==> config.mk <==
export PLATFORM = sky130hd
export DESIGN_NAME = sd_cmd_scheduler
export DESIGN_NICKNAME = d
export VERILOG_FILES = /design/src/rtl/sdhci_pkg.sv /design/src/rtl/cmd_timeout_counter.sv /design/src/rtl/sd_cmd_scheduler.sv
export SDC_FILE = /design/constraint.sdc
export NUM_CORES = 1
export LEC_CHECK = 0
export BUFFER_PORTS_ARGS = -buffer_cell sky130_fd_sc_hd__buf_2
export CAP_MARGIN = 30
export CORE_MARGIN = 10
export CORE_UTILIZATION = 51
export CTS_CLUSTER_DIAMETER = 60
export DETAILED_ROUTE_END_ITERATION = 16
export PLACE_DENSITY = 0.92
export SYNTH_ARGS = -nofsm -noshare
export SYNTH_HDL_FRONTEND = slang
export SYNTH_SLANG_ARGS = --single-unit
export TNS_END_PERCENT = 50
==> constraint.sdc <==
create_clock -name clk_i -period 5.6 [get_ports clk_i]
set_input_delay 1.12 -clock clk_i [delete_from_list [all_inputs] [get_ports clk_i]]
set_output_delay 1.12 -clock clk_i [all_outputs]
set_load 0.01 [all_outputs]
==> src/rtl/sdhci_pkg.sv <==
// Shared SDHCI command-path types: scheduler state encoding, response types
// and the fixed Auto CMD12 payload.
package sdhci_pkg;

    typedef enum logic [2:0] {
        ST_IDLE       = 3'd0,
        ST_ISSUE_SW   = 3'd1,
        ST_WAIT_SW    = 3'd2,
        ST_ISSUE_AUTO = 3'd3,
        ST_WAIT_AUTO  = 3'd4
    } cmd_sched_state_e;

    typedef enum logic [1:0] {
        RSP_NONE = 2'b00,
        RSP_R136 = 2'b01,
        RSP_R48  = 2'b10,
        RSP_R48B = 2'b11
    } rsp_type_e;

    localparam logic [5:0]  CMD12_INDEX = 6'd12;
    localparam logic [31:0] CMD12_ARG   = 32'h0;

endpackage

==> src/rtl/cmd_timeout_counter.sv <==
// Response timeout supervisor: counts WAIT cycles after a command handshake
// and flags expiry on the cycle the count reaches TimeoutCycles.
module cmd_timeout_counter #(
    parameter int unsigned TimeoutCycles = 1024,
    parameter int unsigned TimeoutWidth  = $clog2(TimeoutCycles + 1)
) (
    input  logic clk_i,
    input  logic rst_i,
    input  logic clear_i,
    input  logic run_i,
    output logic expired_o
);

    localparam logic [TimeoutWidth-1:0] Limit = TimeoutWidth'(TimeoutCycles);

    logic [TimeoutWidth-1:0] cnt_q;
    logic [TimeoutWidth-1:0] cnt_d;

    // Saturates at Limit so a late caller never sees the count wrap.
    always_comb begin
        cnt_d = cnt_q;
        if (clear_i) begin
            cnt_d = '0;
        end else if (run_i && (cnt_q != Limit)) begin
            cnt_d = cnt_q + TimeoutWidth'(1);
        end
    end

    assign expired_o = run_i && !clear_i && (cnt_d == Limit);

    always_ff @(posedge clk_i) begin
        if (rst_i) begin
            cnt_q <= '0;
        end else begin
            cnt_q <= cnt_d;
        end
    end

endmodule

==> src/rtl/sd_cmd_scheduler.sv <==
// Arbitrates the SD command engine between software commands and Auto CMD12.
// The Auto CMD12 path is built only when SDHCI_AUTO_CMD12_EN is defined.
//
// state      | meaning
// IDLE       | no command outstanding; accepts software or Auto CMD12
// ISSUE_SW   | software command offered to the engine, waiting for ready
// WAIT_SW    | software command accepted, waiting for done or timeout
// ISSUE_AUTO | Auto CMD12 offered to the engine, waiting for ready
// WAIT_AUTO  | Auto CMD12 accepted, waiting for done or timeout
import sdhci_pkg::*;

module sd_cmd_scheduler #(
    parameter int unsigned TimeoutCycles = 1024,
    parameter int unsigned TimeoutWidth  = $clog2(TimeoutCycles + 1)
) (
    input  logic        clk_i,
    input  logic        rst_i,
    input  logic        sw_cmd_valid_i,
    input  logic [5:0]  sw_cmd_index_i,
    input  logic [31:0] sw_cmd_arg_i,
    input  logic [1:0]  sw_rsp_type_i,
    input  logic        sw_data_present_i,
    input  logic        auto_cmd12_req_i,
    input  logic        dat_xfer_done_i,
    output logic        cmd_valid_o,
    input  logic        cmd_ready_i,
    output logic [5:0]  cmd_index_o,
    output logic [31:0] cmd_arg_o,
    output logic [1:0]  cmd_rsp_type_o,
    input  logic        cmd_done_i,
    input  logic        cmd_crc_err_i,
    output logic        cmd_inhibit_o,
    output logic        dat_inhibit_o,
    output logic        sw_cmd_complete_o,
    output logic        sw_cmd_dropped_o,
    output logic        sw_timeout_err_o,
    output logic        auto_cmd12_done_o,
    output logic        auto_cmd12_timeout_o,
    output logic        auto_cmd12_crc_err_o
);

    cmd_sched_state_e state_q;
    logic             cmd_valid_q;
    logic [5:0]       cmd_index_q;
    logic [31:0]      cmd_arg_q;
    rsp_type_e        cmd_rsp_q;
    logic             cmd_inh_q;
    logic             dat_inh_q;
    logic             data_q;
    logic             sw_complete_q;
    logic             sw_dropped_q;
    logic             sw_timeout_q;

    logic auto_go;
    logic sw_violation;
    logic sw_accept;
    logic in_wait;
    logic handshake;
    logic expired;

`ifdef SDHCI_AUTO_CMD12_EN
    logic auto_pending_q;
    logic auto_done_q;
    logic auto_timeout_q;
    logic auto_crc_q;

    // A request arriving in the same IDLE cycle is served at once.
    assign auto_go = auto_pending_q | auto_cmd12_req_i;
`else
    logic unused_auto;

    assign unused_auto = auto_cmd12_req_i ^ cmd_crc_err_i;
    assign auto_go     = 1'b0;
`endif

    assign sw_violation = cmd_inh_q | (sw_data_present_i & dat_inh_q);
    assign sw_accept    = (state_q == ST_IDLE) && sw_cmd_valid_i && !auto_go && !sw_violation;
    assign in_wait      = (state_q == ST_WAIT_SW) || (state_q == ST_WAIT_AUTO);
    assign handshake    = cmd_valid_q && cmd_ready_i;

    cmd_timeout_counter #(
        .TimeoutCycles(TimeoutCycles),
        .TimeoutWidth (TimeoutWidth)
    ) u_timeout (
        .clk_i    (clk_i),
        .rst_i    (rst_i),
        .clear_i  (handshake),
        .run_i    (in_wait),
        .expired_o(expired)
    );

    always_ff @(posedge clk_i) begin
        if (rst_i) begin
            state_q        <= ST_IDLE;
            cmd_valid_q    <= 1'b0;
            cmd_index_q    <= '0;
            cmd_arg_q      <= '0;
            cmd_rsp_q      <= RSP_NONE;
            cmd_inh_q      <= 1'b0;
            dat_inh_q      <= 1'b0;
            data_q         <= 1'b0;
            sw_complete_q  <= 1'b0;
            sw_dropped_q   <= 1'b0;
            sw_timeout_q   <= 1'b0;
`ifdef SDHCI_AUTO_CMD12_EN
            auto_pending_q <= 1'b0;
            auto_done_q    <= 1'b0;
            auto_timeout_q <= 1'b0;
            auto_crc_q     <= 1'b0;
`endif
        end else begin
            sw_complete_q <= 1'b0;
            sw_timeout_q  <= 1'b0;
            sw_dropped_q  <= sw_cmd_valid_i && !sw_accept;
`ifdef SDHCI_AUTO_CMD12_EN
            auto_done_q    <= 1'b0;
            auto_timeout_q <= 1'b0;
            auto_crc_q     <= 1'b0;
            auto_pending_q <= auto_pending_q | auto_cmd12_req_i;
`endif
            // CMD inhibit drops one cycle after the completion/timeout pulse.
            if (sw_complete_q || sw_timeout_q) begin
                cmd_inh_q <= 1'b0;
            end
            if (dat_xfer_done_i) begin
                dat_inh_q <= 1'b0;
            end

            case (state_q)
                ST_IDLE: begin
`ifdef SDHCI_AUTO_CMD12_EN
                    if (auto_go) begin
                        state_q        <= ST_ISSUE_AUTO;
                        auto_pending_q <= 1'b0;
                        cmd_valid_q    <= 1'b1;
                        cmd_index_q    <= CMD12_INDEX;
                        cmd_arg_q      <= CMD12_ARG;
                        cmd_rsp_q      <= RSP_R48B;
                    end else
`endif
                    if (sw_accept) begin
                        state_q     <= ST_ISSUE_SW;
                        cmd_valid_q <= 1'b1;
                        cmd_index_q <= sw_cmd_index_i;
                        cmd_arg_q   <= sw_cmd_arg_i;
                        cmd_rsp_q   <= rsp_type_e'(sw_rsp_type_i);
                        cmd_inh_q   <= 1'b1;
                        data_q      <= sw_data_present_i;
                        if (sw_data_present_i) begin
                            dat_inh_q <= 1'b1;
                        end
                    end
                end
                ST_ISSUE_SW: begin
                    if (cmd_ready_i) begin
                        cmd_valid_q <= 1'b0;
                        state_q     <= ST_WAIT_SW;
                    end
                end
                ST_WAIT_SW: begin
                    if (cmd_done_i) begin
                        sw_complete_q <= 1'b1;
                        state_q       <= ST_IDLE;
                    end else if (expired) begin
                        sw_timeout_q <= 1'b1;
                        if (data_q) begin
                            dat_inh_q <= 1'b0;
                        end
                        state_q <= ST_IDLE;
                    end
                end
`ifdef SDHCI_AUTO_CMD12_EN
                ST_ISSUE_AUTO: begin
                    if (cmd_ready_i) begin
                        cmd_valid_q <= 1'b0;
                        state_q     <= ST_WAIT_AUTO;
                    end
                end
                ST_WAIT_AUTO: begin
                    if (cmd_done_i) begin
                        auto_done_q <= 1'b1;
                        auto_crc_q  <= cmd_crc_err_i;
                        state_q     <= ST_IDLE;
                    end else if (expired) begin
                        auto_timeout_q <= 1'b1;
                        state_q        <= ST_IDLE;
                    end
                end
`endif
                default: begin
                    state_q     <= ST_IDLE;
                    cmd_valid_q <= 1'b0;
                end
            endcase
        end
    end

    assign cmd_valid_o       = cmd_valid_q;
    assign cmd_index_o       = cmd_index_q;
    assign cmd_arg_o         = cmd_arg_q;
    assign cmd_rsp_type_o    = cmd_rsp_q;
    assign cmd_inhibit_o     = cmd_inh_q;
    assign dat_inhibit_o     = dat_inh_q;
    assign sw_cmd_complete_o = sw_complete_q;
    assign sw_cmd_dropped_o  = sw_dropped_q;
    assign sw_timeout_err_o  = sw_timeout_q;

`ifdef SDHCI_AUTO_CMD12_EN
    assign auto_cmd12_done_o    = auto_done_q;
    assign auto_cmd12_timeout_o = auto_timeout_q;
    assign auto_cmd12_crc_err_o = auto_crc_q;
`else
    assign auto_cmd12_done_o    = 1'b0;
    assign auto_cmd12_timeout_o = 1'b0;
    assign auto_cmd12_crc_err_o = 1'b0;
`endif

endmodule
[Word level (Yosys, flattened, before mapping)]
Index checks and enable logic that the tools add are counted.
Operators by class
  multipliers: 0
  reduce and logical (&&, ||, !) cells: 18
  equal/unequal tests: 8
  shift operators: 0
  $add $sub $neg: 1
  muxes and demuxes: 22
  bitwise operators: 3
  divide/modulo/power cells: 0
  $lt $le $gt $ge: 0
Operator list (number)
  $mux W11: 2
  $mux W1: 13
  $mux W3: 4
  $add A11 B1 Y11 const B: 1
  $eq A11 B11 Y1 const B: 1
  $ne A11 B11 Y1 const B: 1
  $pmux W3 S3: 1
  $logic_and A1 B1 Y1: 7
  $reduce_and A3 Y1: 2
  $ne A2 B2 Y1 const B: 2
  $eq A3 B1 Y1 const B: 1
  $eq A3 B2 Y1 const B: 1
  $eq A3 B3 Y1 const B: 1
  $logic_not A1 Y1: 3
  $logic_not A3 Y1: 1
  $ne A3 B3 Y1 const B: 1
  $pmux W1 S3: 1
  $reduce_or A3 Y1: 1
  $logic_or A1 B1 Y1: 2
  $pmux W1 S2: 1
  $reduce_and A2 Y1: 1
  $reduce_or A2 Y1: 1
  $and A1 B1 Y1: 1
  $not A1 Y1: 1
  $or A1 B1 Y1: 1
Storage, ports and cells
  memory bits (read-only): 0
  bits in latches: 0
  memories kept: 0
  bits in registers: 61
  output and inout port bits: 49
  RAM bits: 0
  input port bits: 49

[Longest topological paths before layout]
  depth in word-level cells: 10
  mapped depth: 8
  gate-level depth less buffers: 8

[Hierarchy]
Synthesis repeated with hierarchy kept, for this count alone.
Second synthesis, totals
  cell total of the unflattened synthesis: 307
  area total of the unflattened synthesis: 2805.2 um^2
Modules (own cells, without submodules)
  sd_cmd_scheduler: times used 1, area an instance 2092.0 um^2, cells each 224
  cmd_timeout_counter: times used 1, area an instance 713.2 um^2, cells each 83

[Worst setup path before layout]
No wires, ideal clock.
  path kind: input to register
  start point: input port sw_cmd_valid_i
  end point: register cmd_arg_q[27], in the netlist cmd_arg_o[27]
  stages on the path: 6
  data arrival time: 2183 ps
  path slack: 3347 ps
  required time: 5530 ps
  cells stage by stage: nor4b_1 -> and2_1 -> clkbuf_1 -> clkbuf_1 -> nand2_1 -> a21oi_1
On the way
  cells in the longest elaborated chain, start to end: 3
RTL lines
  start: declaration: line sd_cmd_scheduler.sv:18  | input logic sw_cmd_valid_i,
  $logic_and A1 B1 Y1 (2 in series): line sd_cmd_scheduler.sv:77  | assign sw_accept = (state_q == ST_IDLE) && sw_cmd_valid_i && !auto_go && !sw_violation;
  $reduce_and A2 Y1 (no source line)
  end signal: assignment: line sd_cmd_scheduler.sv:145  | cmd_arg_q <= sw_cmd_arg_i;
  end: declaration: line sd_cmd_scheduler.sv:45  | logic [31:0] cmd_arg_q;
No other way between the ends.
A chain may end at the register's enable or synchronous reset.

[Worst setup path in the final report]
  start point: input port sw_cmd_valid_i
  end point: register dat_inh_q, in the netlist dat_inhibit_o
On the way
  cells in the longest elaborated chain, start to end: 4
RTL lines
  $logic_and A1 B1 Y1 (2 in series): line sd_cmd_scheduler.sv:77
  $mux W1: line sd_cmd_scheduler.sv:141  | if (sw_accept) begin
  $pmux W1 S2: line sd_cmd_scheduler.sv:129  | case (state_q)
  end signal: assignment: line sd_cmd_scheduler.sv:100  | dat_inh_q <= 1'b0;
  end signal: assignment: line sd_cmd_scheduler.sv:126  | dat_inh_q <= 1'b0;
  end signal: assignment: line sd_cmd_scheduler.sv:150  | dat_inh_q <= 1'b1;
  end: declaration: line sd_cmd_scheduler.sv:48  | logic dat_inh_q;
No other way between the ends.

==> results.py <==
metrics = {
    "placement": {
        "gp_congestion": 0.9554,
        "pre_cts_ws_ns": 2.480,
        "place_area_um2": 2897,
        "dpl.hpwl_um": 4815,
        "numPortBuffers": 92,
    },
    "finish": {
        "drive_above_1_share_pct": 29.01,
        "nets": 440,
        "layout_commonest_cell": "buf_2",
        "synthToLayoutAreaGrowth_pct": 26.45,
        "final_cell_mix": "buf_2, nand2_1, dfxtp_1",
        "fin_area_um2": 3087,
        "utilization_pct": 65.79,
        "nFillCells": 388,
        "antenna_cells": 0,
    },
    "detailed_routing": {
        "via_count": 2325,
        "ant_nets": 0,
        "drc": 0,
        "wl_per_cell_um": 14.77,
        "wl_um": 6601,
        "viasPerCell": 5.201,
        "firstDrtPassIters": 4,
        "drt-initial-drc-count": 160,
    },
    "timing": {
        "tns_ns": 0,
        "hold_viol_final": 0,
        "rsz0062_at_grt": "false",
        "setup_viol": 0,
        "worst_slew_pin_slew_ns": 0.8858,
        "fin_skew_ns": 0.008964,
        "fmax_ghz": 0.3667,
        "finalCritPeriodShare_pct": 48.69,
        "setup_ws_ns": 2.873,
        "fin_crit_ns": 2.727,
        "slew_headroom_pct": 40.95,
        "slew_violations": 0,
    },
    "critical_path": {
        "crit_path_start": "sw_cmd_valid_i",
        "reg2reg_depth": 6,
        "reg2reg_from": "state_q[1]",
        "r2r_slack_ns": 3.27,
        "endpoint_kind": "register",
        "reg2reg_to": "dat_inhibit_o",
        "setup.worst_path.class": "in2reg",
        "arrival_ns": 2.98,
        "worst-endpoint-required_ns": 5.85,
        "cp_max_fo": 22,
        "crit_path_start_kind": "primary input",
    },
    "run_status": {
        "status": "finished clean",
    },
    "job": {
        "drv_cap": 0,
    },
    "grt": {
        "grt_use_total_pct": 16.91,
        "overflow": 0,
        "grt_pass1_wl_um": 10430,
        "grt_max_degree": 51,
        "grt_antenna_before_repair": 0,
        "grt_pass1_vias": 2250,
    },
    "cts": {
        "cts_resized": 0,
        "clkSinkCount": 60,
        "htree_levels": 3,
        "clock-root-buffer": "clkbuf_8",
        "clk_pin_slew_worst_paths_ns": 0.06,
        "clockBufferDepth": 2,
        "cts_buffers": 9,
        "cts_tree": "done",
        "cts_setup_buffers": 0,
        "hold_buffers": 0,
        "clk_latency_ns": 0.34,
    },
    "synthesis": {
        "avgSynthCellArea_um2": 8.056,
        "synth_edf_count": 0,
        "ys.flop_type": "dfxtp_1",
        "synthDistinctLibCells": 37,
        "ys_seq_elements": 60,
        "synth_compound_area_share_pct": 13.17,
        "ys_seq_area_share_pct": 49.21,
        "synth-simple-area-share_pct": 26.70,
        "synthArstFlopShare_pct": 0,
        "synth_xor_area_share_pct": 3.947,
        "yosysWarnings": 0,
        "synth_top_family_by_area": "simple AND/OR/NAND/NOR gates",
        "muxShareOfSynthArea_pct": 0.8201,
        "syn_inst": 303,
        "syn-cell-area_um2": 2441,
        "synth_fa_ha_area_share_pct": 1.025,
    },
    "die": {
        "initial_utilization_pct": 52.03,
        "dieHeight_um": 89.19,
        "dieWidth_um": 89.19,
        "num_io_pins": 98,
        "num_rows": 25,
        "core_area_um2": 4692,
        "die_area_um2": 7954,
    },
    "min_path": {
        "hold_start": "cmd_arg_o[27]",
        "whs_path_depth": 2,
        "holdPathEnd": "cmd_arg_o[27]",
        "hp-class": "reg2reg",
    },
    "pwr": {
        "p_leak_nw": 1.367,
        "ir_drop_v": 0.0002211,
        "p_total_mw": 0.9853,
        "powerDensity_nw_per_um2": 319.2,
    },
}
-- routing by layer --
layer	global-route usage, %	vias up	routed length [um]
li1	-	1172	-
met1	17.01	1052	2383
met2	28.91	91	3520
met3	7.657	10	585
met4	8.526	0	112
met5	0	-	0
-- worst max-delay path by stage --
stage,endpoint,cells after the start
3_3_place_gp,dat_inhibit_o,7
4_1_cts,dat_inhibit_o,7
2_1_floorplan,cmd_arg_o[27],6
3_5_place_dp,dat_inhibit_o,7
6_report,dat_inhibit_o,7
5_1_grt,dat_inhibit_o,7
-- critical path, cell delays in order --
cell	delay (ns)
buf_2	0.09
nor4b_1	0.28
and2_1	0.67
buf_4	0.37
nand3_1	0.13
a21o_1	0.17
a41oi_1	0.15
-- stage by stage --
step	std cells	hold slack (ns)
3_3_place_gp	432	0.4384
5_1_grt	447	0.4688
6_report	447	0.4509
2_1_floorplan	305	0.4305
4_1_cts	447	0.4523
3_5_place_dp	432	0.4430
-- registers in the layout, summed over array words and instances, names as in the netlist --
signal,flops
u_timeout.cnt_q,11
cmd_inhibit_o,1
sw_timeout_err_o,1
cmd_valid_o,1
sw_cmd_complete_o,1
dat_inhibit_o,1
cmd_rsp_type_o,2
data_q,1
cmd_arg_o,32
cmd_index_o,6
sw_cmd_dropped_o,1
state_q,2
-- cell usage after synthesis, types with 2 or more instances --
library cell | n | area share, %
nor4b_1 | 3 | 1.1
inv_1 | 7 | 1.1
nor3b_1 | 3 | 0.92
mux2i_1 | 2 | 0.82
nor2_1 | 15 | 2.3
a21oi_1 | 47 | 9.6
xor2_1 | 7 | 2.5
a31oi_1 | 3 | 0.77
nand4_1 | 3 | 0.77
nand2b_1 | 3 | 0.77
nand2_1 | 89 | 14
ha_1 | 2 | 1.0
xnor2_1 | 4 | 1.4
buf_4 | 4 | 1.2
nor3_1 | 8 | 1.6
nand3_1 | 4 | 0.82
dfxtp_1 | 60 | 49
a21o_1 | 3 | 0.92
o21ai_0 | 2 | 0.41
nand3b_1 | 3 | 0.92
clkbuf_1 | 15 | 2.3
-- report_power, final --
group          total, mW  internal [mW]  switching [mW]
clock network      0.376          0.212           0.164
logic              0.138         0.0535          0.0846
registers          0.471          0.456          0.0155
total              0.985          0.722           0.264
-- cell type report --
class | instances | area (um2) | area share (%)
Tap cell | 54 | 67.56 | 2.189
Timing Repair Buffer | 94 | 475.5 | 15.40
Sequential cell | 60 | 1201 | 38.91
Clock inverter | 5 | 52.55 | 1.702
Multi-Input combinational cell | 217 | 1126 | 36.48
Clock buffer | 10 | 137.6 | 4.459
Inverter | 7 | 26.28 | 0.8512
-- logic make-up after synthesis --
kind of cell / count (synthesis)
buffers and inverters: 28
XOR/XNOR: 11
AND/OR/NAND/NOR: 140
adder cells (fa/ha/maj): 2
multiplexers: 2
flip-flops: 60
other: 1
AO/OA/AOI/OAI: 59
(Power assumes the default switching activity.)
